**config.mk**
```make
export PLATFORM = sky130hd
export DESIGN_NAME = ula_arb
export DESIGN_NICKNAME = d
export VERILOG_FILES = /design/src/rtl/ula_arb_pkg.sv /design/src/rtl/ula_arb_ula.sv /design/src/rtl/ula_arb.sv
export SDC_FILE = /design/constraint.sdc
export NUM_CORES = 1
export LEC_CHECK = 0
export CORE_ASPECT_RATIO = 1.5
export CORE_MARGIN = 8
export CORE_UTILIZATION = 53
export CTS_CLUSTER_SIZE = 25
export DETAILED_ROUTE_END_ITERATION = 10
export GPL_TIMING_DRIVEN = 0
export PLACE_DENSITY_LB_ADDON = 0.3
export SLEW_MARGIN = 10
export SYNTH_ARGS = -nofsm -noshare
export SYNTH_HDL_FRONTEND = slang
export SYNTH_SLANG_ARGS = --single-unit
```
**constraint.sdc**
```tcl
create_clock -name clk -period 4 [get_ports clk]
set_input_delay 0.4 -clock clk [delete_from_list [all_inputs] [get_ports clk]]
set_output_delay 0.4 -clock clk [all_outputs]
set_load 0.03 [all_outputs]
```
**src/rtl/ula_arb_pkg.sv**
```systemverilog
// Shared definitions for the two-requester ULA arbiter: FSM states, flag
// positions, default widths and the ULA opcode map.
package ula_arb_pkg;

  localparam int unsigned DW_DEF  = 3;
  localparam int unsigned OPW_DEF = 5;

  localparam int unsigned FLAG_O = 3;
  localparam int unsigned FLAG_C = 2;
  localparam int unsigned FLAG_S = 1;
  localparam int unsigned FLAG_Z = 0;

  typedef enum logic [1:0] {
    ST_IDLE    = 2'd0,
    ST_ISSUE   = 2'd1,
    ST_CAPTURE = 2'd2,
    ST_RESPOND = 2'd3
  } state_t;

  localparam logic [OPW_DEF-1:0] OP_ADD  = 5'd0;
  localparam logic [OPW_DEF-1:0] OP_SUB  = 5'd1;
  localparam logic [OPW_DEF-1:0] OP_AND  = 5'd2;
  localparam logic [OPW_DEF-1:0] OP_OR   = 5'd3;
  localparam logic [OPW_DEF-1:0] OP_XOR  = 5'd4;
  localparam logic [OPW_DEF-1:0] OP_NOT  = 5'd5;
  localparam logic [OPW_DEF-1:0] OP_PASS = 5'd6;
  localparam logic [OPW_DEF-1:0] OP_SHL  = 5'd7;
  localparam logic [OPW_DEF-1:0] OP_SHR  = 5'd8;
  localparam logic [OPW_DEF-1:0] OP_INC  = 5'd9;
  localparam logic [OPW_DEF-1:0] OP_DEC  = 5'd10;

endpackage

```
**src/rtl/ula_arb_ula.sv**
```systemverilog
// Combinational ULA: result plus {O,C,S,Z}. Unknown opcodes yield zero.
module ula_arb_ula
  import ula_arb_pkg::*;
#(
  parameter int unsigned DW  = DW_DEF,
  parameter int unsigned OPW = OPW_DEF
) (
  input  logic [DW-1:0]  a,
  input  logic [DW-1:0]  b,
  input  logic [OPW-1:0] op,
  output logic [DW-1:0]  resu,
  output logic [3:0]     flg
);

  logic [DW:0] wide;
  logic        cy;
  logic        ov;

  always_comb begin
    wide = '0;
    cy   = 1'b0;
    ov   = 1'b0;
    case (op)
      OPW'(OP_ADD): begin
        wide = {1'b0, a} + {1'b0, b};
        cy   = wide[DW];
        ov   = (a[DW-1] == b[DW-1]) && (wide[DW-1] != a[DW-1]);
      end
      OPW'(OP_SUB): begin
        // carry out here is the borrow (a < b unsigned)
        wide = {1'b0, a} - {1'b0, b};
        cy   = wide[DW];
        ov   = (a[DW-1] != b[DW-1]) && (wide[DW-1] != a[DW-1]);
      end
      OPW'(OP_AND):  wide = {1'b0, a & b};
      OPW'(OP_OR):   wide = {1'b0, a | b};
      OPW'(OP_XOR):  wide = {1'b0, a ^ b};
      OPW'(OP_NOT):  wide = {1'b0, ~a};
      OPW'(OP_PASS): wide = {1'b0, a};
      OPW'(OP_SHL): begin
        wide = {a, 1'b0};
        cy   = a[DW-1];
      end
      OPW'(OP_SHR): begin
        wide = {1'b0, a >> 1};
        cy   = a[0];
      end
      OPW'(OP_INC): begin
        wide = {1'b0, a} + (DW+1)'(1);
        cy   = wide[DW];
        ov   = !a[DW-1] && wide[DW-1];
      end
      OPW'(OP_DEC): begin
        wide = {1'b0, a} - (DW+1)'(1);
        cy   = wide[DW];
        ov   = a[DW-1] && !wide[DW-1];
      end
      default: wide = '0;
    endcase
  end

  always_comb begin
    resu         = wide[DW-1:0];
    flg          = '0;
    flg[FLAG_O]  = ov;
    flg[FLAG_C]  = cy;
    flg[FLAG_S]  = wide[DW-1];
    flg[FLAG_Z]  = (wide[DW-1:0] == '0);
  end

endmodule

```
**src/rtl/ula_arb.sv**
```systemverilog
// Round-robin arbiter sharing one ULA between two valid/ready requesters;
// each operation walks IDLE -> ISSUE -> CAPTURE -> RESPOND.
module ula_arb
  import ula_arb_pkg::*;
#(
  parameter int unsigned DW   = DW_DEF,
  parameter int unsigned OPW  = OPW_DEF,
  parameter int unsigned NREQ = 2
) (
  input  logic                clk,
  input  logic                rst_n,
  input  logic [NREQ-1:0]     req_valid,
  output logic [NREQ-1:0]     req_ready,
  input  logic [NREQ*DW-1:0]  req_a,
  input  logic [NREQ*DW-1:0]  req_b,
  input  logic [NREQ*OPW-1:0] req_op,
  output logic [NREQ-1:0]     rsp_valid,
  input  logic [NREQ-1:0]     rsp_ready,
  output logic [DW-1:0]       rsp_resu,
  output logic [3:0]          rsp_flags,
  output logic [3:0]          flags,
  output logic                busy
);

  state_t         state;
  logic           ptr;
  logic           owner;
  logic [DW-1:0]  opa;
  logic [DW-1:0]  opb;
  logic [OPW-1:0] opc;

  logic           gnt_any;
  logic           gnt_idx;
  logic [DW-1:0]  sel_a;
  logic [DW-1:0]  sel_b;
  logic [OPW-1:0] sel_op;
  logic [DW-1:0]  ula_resu;
  logic [3:0]     ula_flg;

  always_comb begin
    gnt_any = 1'b0;
    gnt_idx = 1'b0;
    if (req_valid[0] && req_valid[1]) begin
      gnt_any = 1'b1;
      gnt_idx = ptr;
    end else if (req_valid[0]) begin
      gnt_any = 1'b1;
      gnt_idx = 1'b0;
    end else if (req_valid[1]) begin
      gnt_any = 1'b1;
      gnt_idx = 1'b1;
    end
  end

  always_comb begin
    sel_a  = gnt_idx ? req_a[2*DW-1:DW]    : req_a[DW-1:0];
    sel_b  = gnt_idx ? req_b[2*DW-1:DW]    : req_b[DW-1:0];
    sel_op = gnt_idx ? req_op[2*OPW-1:OPW] : req_op[OPW-1:0];
  end

  // rst_n gates the grant so req_ready drops the instant reset asserts
  always_comb begin
    req_ready = '0;
    if (rst_n && (state == ST_IDLE) && gnt_any)
      req_ready = NREQ'(1) << gnt_idx;
  end

  always_comb begin
    rsp_valid = '0;
    if (state == ST_RESPOND)
      rsp_valid = NREQ'(1) << owner;
  end

  assign busy = (state != ST_IDLE);

  ula_arb_ula #(
    .DW  (DW),
    .OPW (OPW)
  ) u_ula (
    .a    (opa),
    .b    (opb),
    .op   (opc),
    .resu (ula_resu),
    .flg  (ula_flg)
  );

  always_ff @(posedge clk or negedge rst_n) begin
    if (!rst_n) begin
      state     <= ST_IDLE;
      ptr       <= 1'b0;
      owner     <= 1'b0;
      opa       <= '0;
      opb       <= '0;
      opc       <= '0;
      rsp_resu  <= '0;
      rsp_flags <= '0;
      flags     <= '0;
    end else begin
      case (state)
        ST_IDLE: begin
          if (gnt_any) begin
            opa   <= sel_a;
            opb   <= sel_b;
            opc   <= sel_op;
            owner <= gnt_idx;
            ptr   <= ~gnt_idx;
            state <= ST_ISSUE;
          end
        end
        ST_ISSUE: state <= ST_CAPTURE;
        ST_CAPTURE: begin
          rsp_resu  <= ula_resu;
          rsp_flags <= ula_flg;
          flags     <= ula_flg;
          state     <= ST_RESPOND;
        end
        ST_RESPOND: begin
          if (rsp_ready[owner])
            state <= ST_IDLE;
        end
        default: state <= ST_IDLE;
      endcase
    end
  end

endmodule

```
==> results.cfg, run 1 <==
[timing]
rsz0062_at_grt = false
finalSetupTns_ns = 0
timing.final.ws_setup_ns = 1.002
fmax_mhz = 333.5
period_share_pct = 74.96
slew_viol_final = 0
maxSlewHeadroom_pct = 36.99
finalCriticalPeriod_ns = 2.998
setup_viol = 0
finClkSkew_ns = 0.003293
finalHoldViolations = 0
worstMarginPinSlew_ns = 0.9422

[clock_tree]
cts_resized = 0
h-tree-depth = 1
cts_made_buffers = 3
clockBufferDepth = 2
clock_latency_ns = 0.25
cts_tree = yes
cts_setup_buffers = 0
cts.sinks = 21
cts-hold-fix-buffers = 0
cts_root_buf = clkbuf_8
clk_pin_slew_worst_paths_ns = 0.08

[setup_path]
startpoint_type = flop
worstPathMaxFanout = 10
cp_data_required_time_ns = 3.60
cp_cell_sequence = inv_1 -> ha_1 -> nand2_1 -> a21oi_1 -> clkbuf_1 -> and2_1 -> clkdlybuf4s50_1
critPathTopFamily = buffers and inverters
end_kind = primary output
crit_type = flop to primary output
worst_path_largest_cell_delay_ns = 0.67
path_buf_inv = 3
crit_path_top_delay_cell = clkdlybuf4s50_1
crit_arrival_ns = 2.60

[floorplan]
die_x_microns = 62.82
ios = 44
floorplan.die.height_microns = 86.24
die_area_sq_mm = 0.005417
core_sq_mm = 0.003159
start_util_pct = 55.17
rows = 25

[yosys]
netlist_area_sq_mm = 0.001743
ys_seq_elements = 21
synth-main-ff-cell = dfrtp_1
ys_seq_area_share_pct = 30.15
synth_area_per_cell_sq_um = 9.031
syn_nets = 239
yosysWarningCount = 0
synth.distinct_cells = 49
synth_cells = 193
synth-edff-count = 0
async_reset_ff_share_pct = 100.0

[global_route]
grt.met1_usage_pct = 19.30
busiest_layer = met2
use_met3_pct = 4.000
grt_pass1_wl_microns = 7810
grt_usage_pct = 17.10
grt_max_degree = 24
grt-ovfl-total = 0
antenna_found_initial = 0
grt_pass1_vias = 1764
grtUsageMet2_pct = 29.21

[drt]
drtPass1Iterations = 4
post_drt_wl_per_cell_microns = 15.97
drtIter0Drc = 78
final_antenna_net_count = 0
vias_per_cell = 5.900
num_vias = 1652
drc = 0
routed_wl_microns = 4472

[layout]
n_antenna_cell = 0
synthToLayoutAreaGrowth_pct = 30.22
regArea_sq_um = 525.5
layout_commonest_cell = clkdlybuf4s50_1
fillers = 252
multi_input_area_sq_mm = 0.001017
nets = 287
drive_gt1_share_pct = 7.917
layout_common_cells = 43 x clkdlybuf4s50_1, 25 x inv_1, 21 x dfrtp_1, 16 x ha_1, 12 x nor2b_1

[run]
drv_cap = 0

[power_and_ir_drop]
leakage_nw = 1.046
power_density_mw_per_mm2 = 847.2
p_total_w = 0.001923
ir_worst_vdd_v = 0.0004792

[place]
gp_congestion = 0.9430
portBuffers = 43
dpl.hpwl_microns = 3635
dp_slack_ns = 1.114

[status]
status = complete, no violations

[worst_hold_path]
hp-class = flop to flop
metal layers:
| metal | wire (microns) | part of all wire (%) |
|---|---|---|
| met1 | 1759 | 39 |
| met2 | 2283 | 51 |
| met3 | 244 | 5.5 |
| met4 | 185 | 4.1 |
| met5 | 0 | 0 |
power by group:
part | internal (W) | total (W) | switching, W
clock | 0.0000692 | 0.000136 | 0.0000665
sequential | 0.000320 | 0.000446 | 0.000125
combinational | 0.000598 | 0.00134 | 0.000744
total | 0.000987 | 0.00192 | 0.000936
kinds of logic after synthesis:
logic type               after synthesis  synth area share, %
multiplexers                           4                2.297
AO/OA/AOI/OAI                         50                22.33
XOR/XNOR                               3                1.508
AND/OR/NAND/NOR                       54                18.45
buffers and inverters                 43                11.49
adder cells (fa/ha/maj)               18                13.78
flip-flops                            21                30.15
final cells by class:
cell class,count,share of cell area (%)
multi-input combinational,129,44.82
sequential,21,23.15
timing repair buffer,43,18.96
buffer,18,4.686
inverter,25,4.135
tap,40,2.205
clock buffer,3,1.819
clock inverter,1,0.2205
stage by stage:
| stage | cell area, sq um | std cells | utilization (%) | hold slack, ns |
|---|---|---|---|---|
| global route | 2270 | 280 | 71.84 | 0.5467 |
| detailed placement | 2223 | 276 | 70.38 | 0.5006 |
| finish | 2270 | 280 | 71.84 | 0.5150 |
| global placement | 2223 | 276 | 70.38 | 0.4927 |
| floorplan | 1743 | 193 | - | 0.1044 |
| CTS | 2270 | 280 | 71.84 | 0.5182 |
sequential cells by signal (all words and copies together), names as in the netlist:
| name | flops |
|---|---|
| rsp_resu | 2 |
| state | 2 |
| flags | 4 |
| opb | 3 |
| opc | 5 |
| opa | 3 |
| owner | 1 |
| ptr | 1 |
cells in the mapped netlist (5+ instances only):
cell      count  share of area (%)
inv_1        25                5.4
dfrtp_1      21                 30
ha_1         16                 11
nor2b_1      12                4.3
a222oi_1     11                6.3
nor2_1       11                2.4
a21oi_1       9                2.6
buf_4         7                3.0
clkbuf_1      6                1.3
o21ai_0       6                1.7
nand2_1       5                1.1
nand3_1       5                1.4
final timing paths:
kind	to	from	cells past startpoint	slack, ns
setup / recovery	req_ready[0]	state[0]	7	1.00
hold / removal	ptr	ptr	1	0.52
setup reg to reg	flags[0]	opa[0]	9	1.44
hold reg to reg	ptr	ptr	1	0.52
max in group asynchronous	ptr	rst_n	1	2.76
min in group asynchronous	opa[0]	rst_n	1	0.67
No activity file was read; power rests on OpenSTA's default activity.
==> run 2: changes to the inputs <==
--- a/config.mk
+++ b/config.mk
@@ -7,7 +7,7 @@
 export LEC_CHECK = 0
 export CORE_ASPECT_RATIO = 1.5
 export CORE_MARGIN = 8
-export CORE_UTILIZATION = 53
+export CORE_UTILIZATION = 45
 export CTS_CLUSTER_SIZE = 25
 export DETAILED_ROUTE_END_ITERATION = 10
 export GPL_TIMING_DRIVEN = 0
==> constraint.sdc (replaced) <==
create_clock -name clk -period 2.7 [get_ports clk]
set_input_delay 0.27 -clock clk [delete_from_list [all_inputs] [get_ports clk]]
set_output_delay 0.27 -clock clk [all_outputs]
set_load 0.03 [all_outputs]
==> results.cfg, run 2 (synthesis gave the netlist of run 1 again) <==
[timing]
period_share_pct = 94.75
fmax_mhz = 390.9
worstMarginPinSlew_ns = 0.9793
hold_slack_ns = 0.5253
finalHoldViolations = 0
rsz0062_at_grt = false
finalCriticalPeriod_ns = 2.558
setup_viol = 0
slew_viol_final = 0
finalSetupTns_ns = 0
maxSlewHeadroom_pct = 34.51
finClkSkew_ns = 0.001691

[global_route]
busiest_layer = met2
antenna_found_initial = 0
grt-ovfl-total = 0
grt_pass1_wl_microns = 7790
grtUsageMet2_pct = 26.82
grt_max_degree = 24
grt_usage_pct = 15.60
grt.met1_usage_pct = 18.02
use_met3_pct = 2.436
grt_pass1_vias = 1717

[drt]
drtIter0Drc = 111
final_antenna_net_count = 0
post_drt_wl_per_cell_microns = 15.99
num_vias = 1648
drtPass1Iterations = 7
vias_per_cell = 5.823
drc = 0
routed_wl_microns = 4526

[layout]
largest-register = opc
n_antenna_cell = 0
nets = 287
layout_common_cells = 41 x clkdlybuf4s50_1, 25 x inv_1, 20 x dfrtp_1, 16 x ha_1, 12 x nor2b_1
drive_gt1_share_pct = 9.167
largest_reg_flops = 5
layout_commonest_cell = clkdlybuf4s50_1
fillers = 318
synthToLayoutAreaGrowth_pct = 30.51
top_regs = opc x5, flags x4

[clock_tree]
h-tree-depth = 1
cts_setup_buffers = 0
cts-hold-fix-buffers = 0
clk_pin_slew_worst_paths_ns = 0.08
clockBufferDepth = 2
cts_resized = 4
clock_latency_ns = 0.26
cts_root_buf = clkbuf_8
cts_tree = yes
cts.sinks = 21
cts_made_buffers = 3

[run]
drv_cap = 0

[worst_hold_path]
hp-class = flop to flop
whs_path_depth = 1
hp-start = ptr
min_to = ptr

[setup_path]
r2r-end = flags[0]
end_kind = flop
rrSetupSlack_ns = 0.14
worstPathMaxFanout = 9
worst_r2r_startpoint = opa[0]
crit_type = flop to flop
cp_data_required_time_ns = 2.90
crit_arrival_ns = 2.76
r2r.worst_path.cells = 9
startpoint_type = flop

[floorplan]
core_sq_mm = 0.003682
die_area_sq_mm = 0.006162
start_util_pct = 47.33
ios = 44
rows = 27
die_x_microns = 66.82
floorplan.die.height_microns = 92.22

[place]
gp_congestion = 0.9418
portBuffers = 43
dpl.hpwl_microns = 3601

[power_and_ir_drop]
ir_worst_vdd_v = 0.0007503
power_density_mw_per_mm2 = 1255
leakage_nw = 1.060

[status]
status = complete, no violations
-- run 2: final cells by class --
cell class	count	area, sq um	area share, %
buffer	18	108.9	4.785
clock buffer	3	41.29	1.815
clock inverter	1	5.005	0.2200
inverter	25	93.84	4.125
multi-input combinational	129	1017	44.72
sequential	21	526.8	23.16
tap	43	53.80	2.365
timing repair buffer	43	427.9	18.81
-- run 2: report_power, final --
part	total [W]	switching, W	internal [W]
combinational	0.00198	0.00110	0.000884
sequential	0.000670	0.000194	0.000476
clock	0.000205	0.000103	0.000103
-- run 2: metrics by stage --
| stage | cells | cell area, sq um | utilization (%) | total power [W] | worst slack (ns) |
|---|---|---|---|---|---|
| floorplan | 193 | 1743 | - | 0.002043 | 0.4696 |
| global placement | 279 | 2227 | 60.48 | 0.002627 | 0.07042 |
| detailed placement | 279 | 2227 | 60.48 | 0.002654 | 0.04043 |
| CTS | 283 | 2273 | 61.74 | 0.002866 | 0.1196 |
| global route | 283 | 2275 | 61.77 | 0.003108 | 0.03114 |
| finish | 283 | 2275 | 61.77 | 0.002856 | 0.1419 |
-- run 2: per-layer routing --
layer / vias to the layer above / part of all wire [%]
li1: 789 / -
met1: 794 / 41
met2: 53 / 53
met3: 12 / 4.0
met4: 0 / 2.9
met5: - / 0
-- run 2: worst max path at each step --
stage | start | endpoint | slack (ns) | cells after the start
floorplan | opa[0] | flags[0] | 0.47 | 6
global placement | req_valid[1] | req_ready[1] | 0.07 | 6
detailed placement | rst_n | req_ready[1] | 0.04 | 3
CTS | opa[0] | flags[0] | 0.12 | 9
global route | opa[0] | flags[0] | 0.03 | 9
finish | opa[0] | flags[0] | 0.14 | 9
-- run 2: worst max-delay path: stages (launching register included) --
cell and delay (ns):
dfrtp_2 0.49, inv_1 0.17, ha_1 0.18, inv_1 0.05, fa_1 0.45, xor2_1 0.18
mux2i_1 0.09, a32o_1 0.29, nor4_2 0.37, a41o_1 0.23
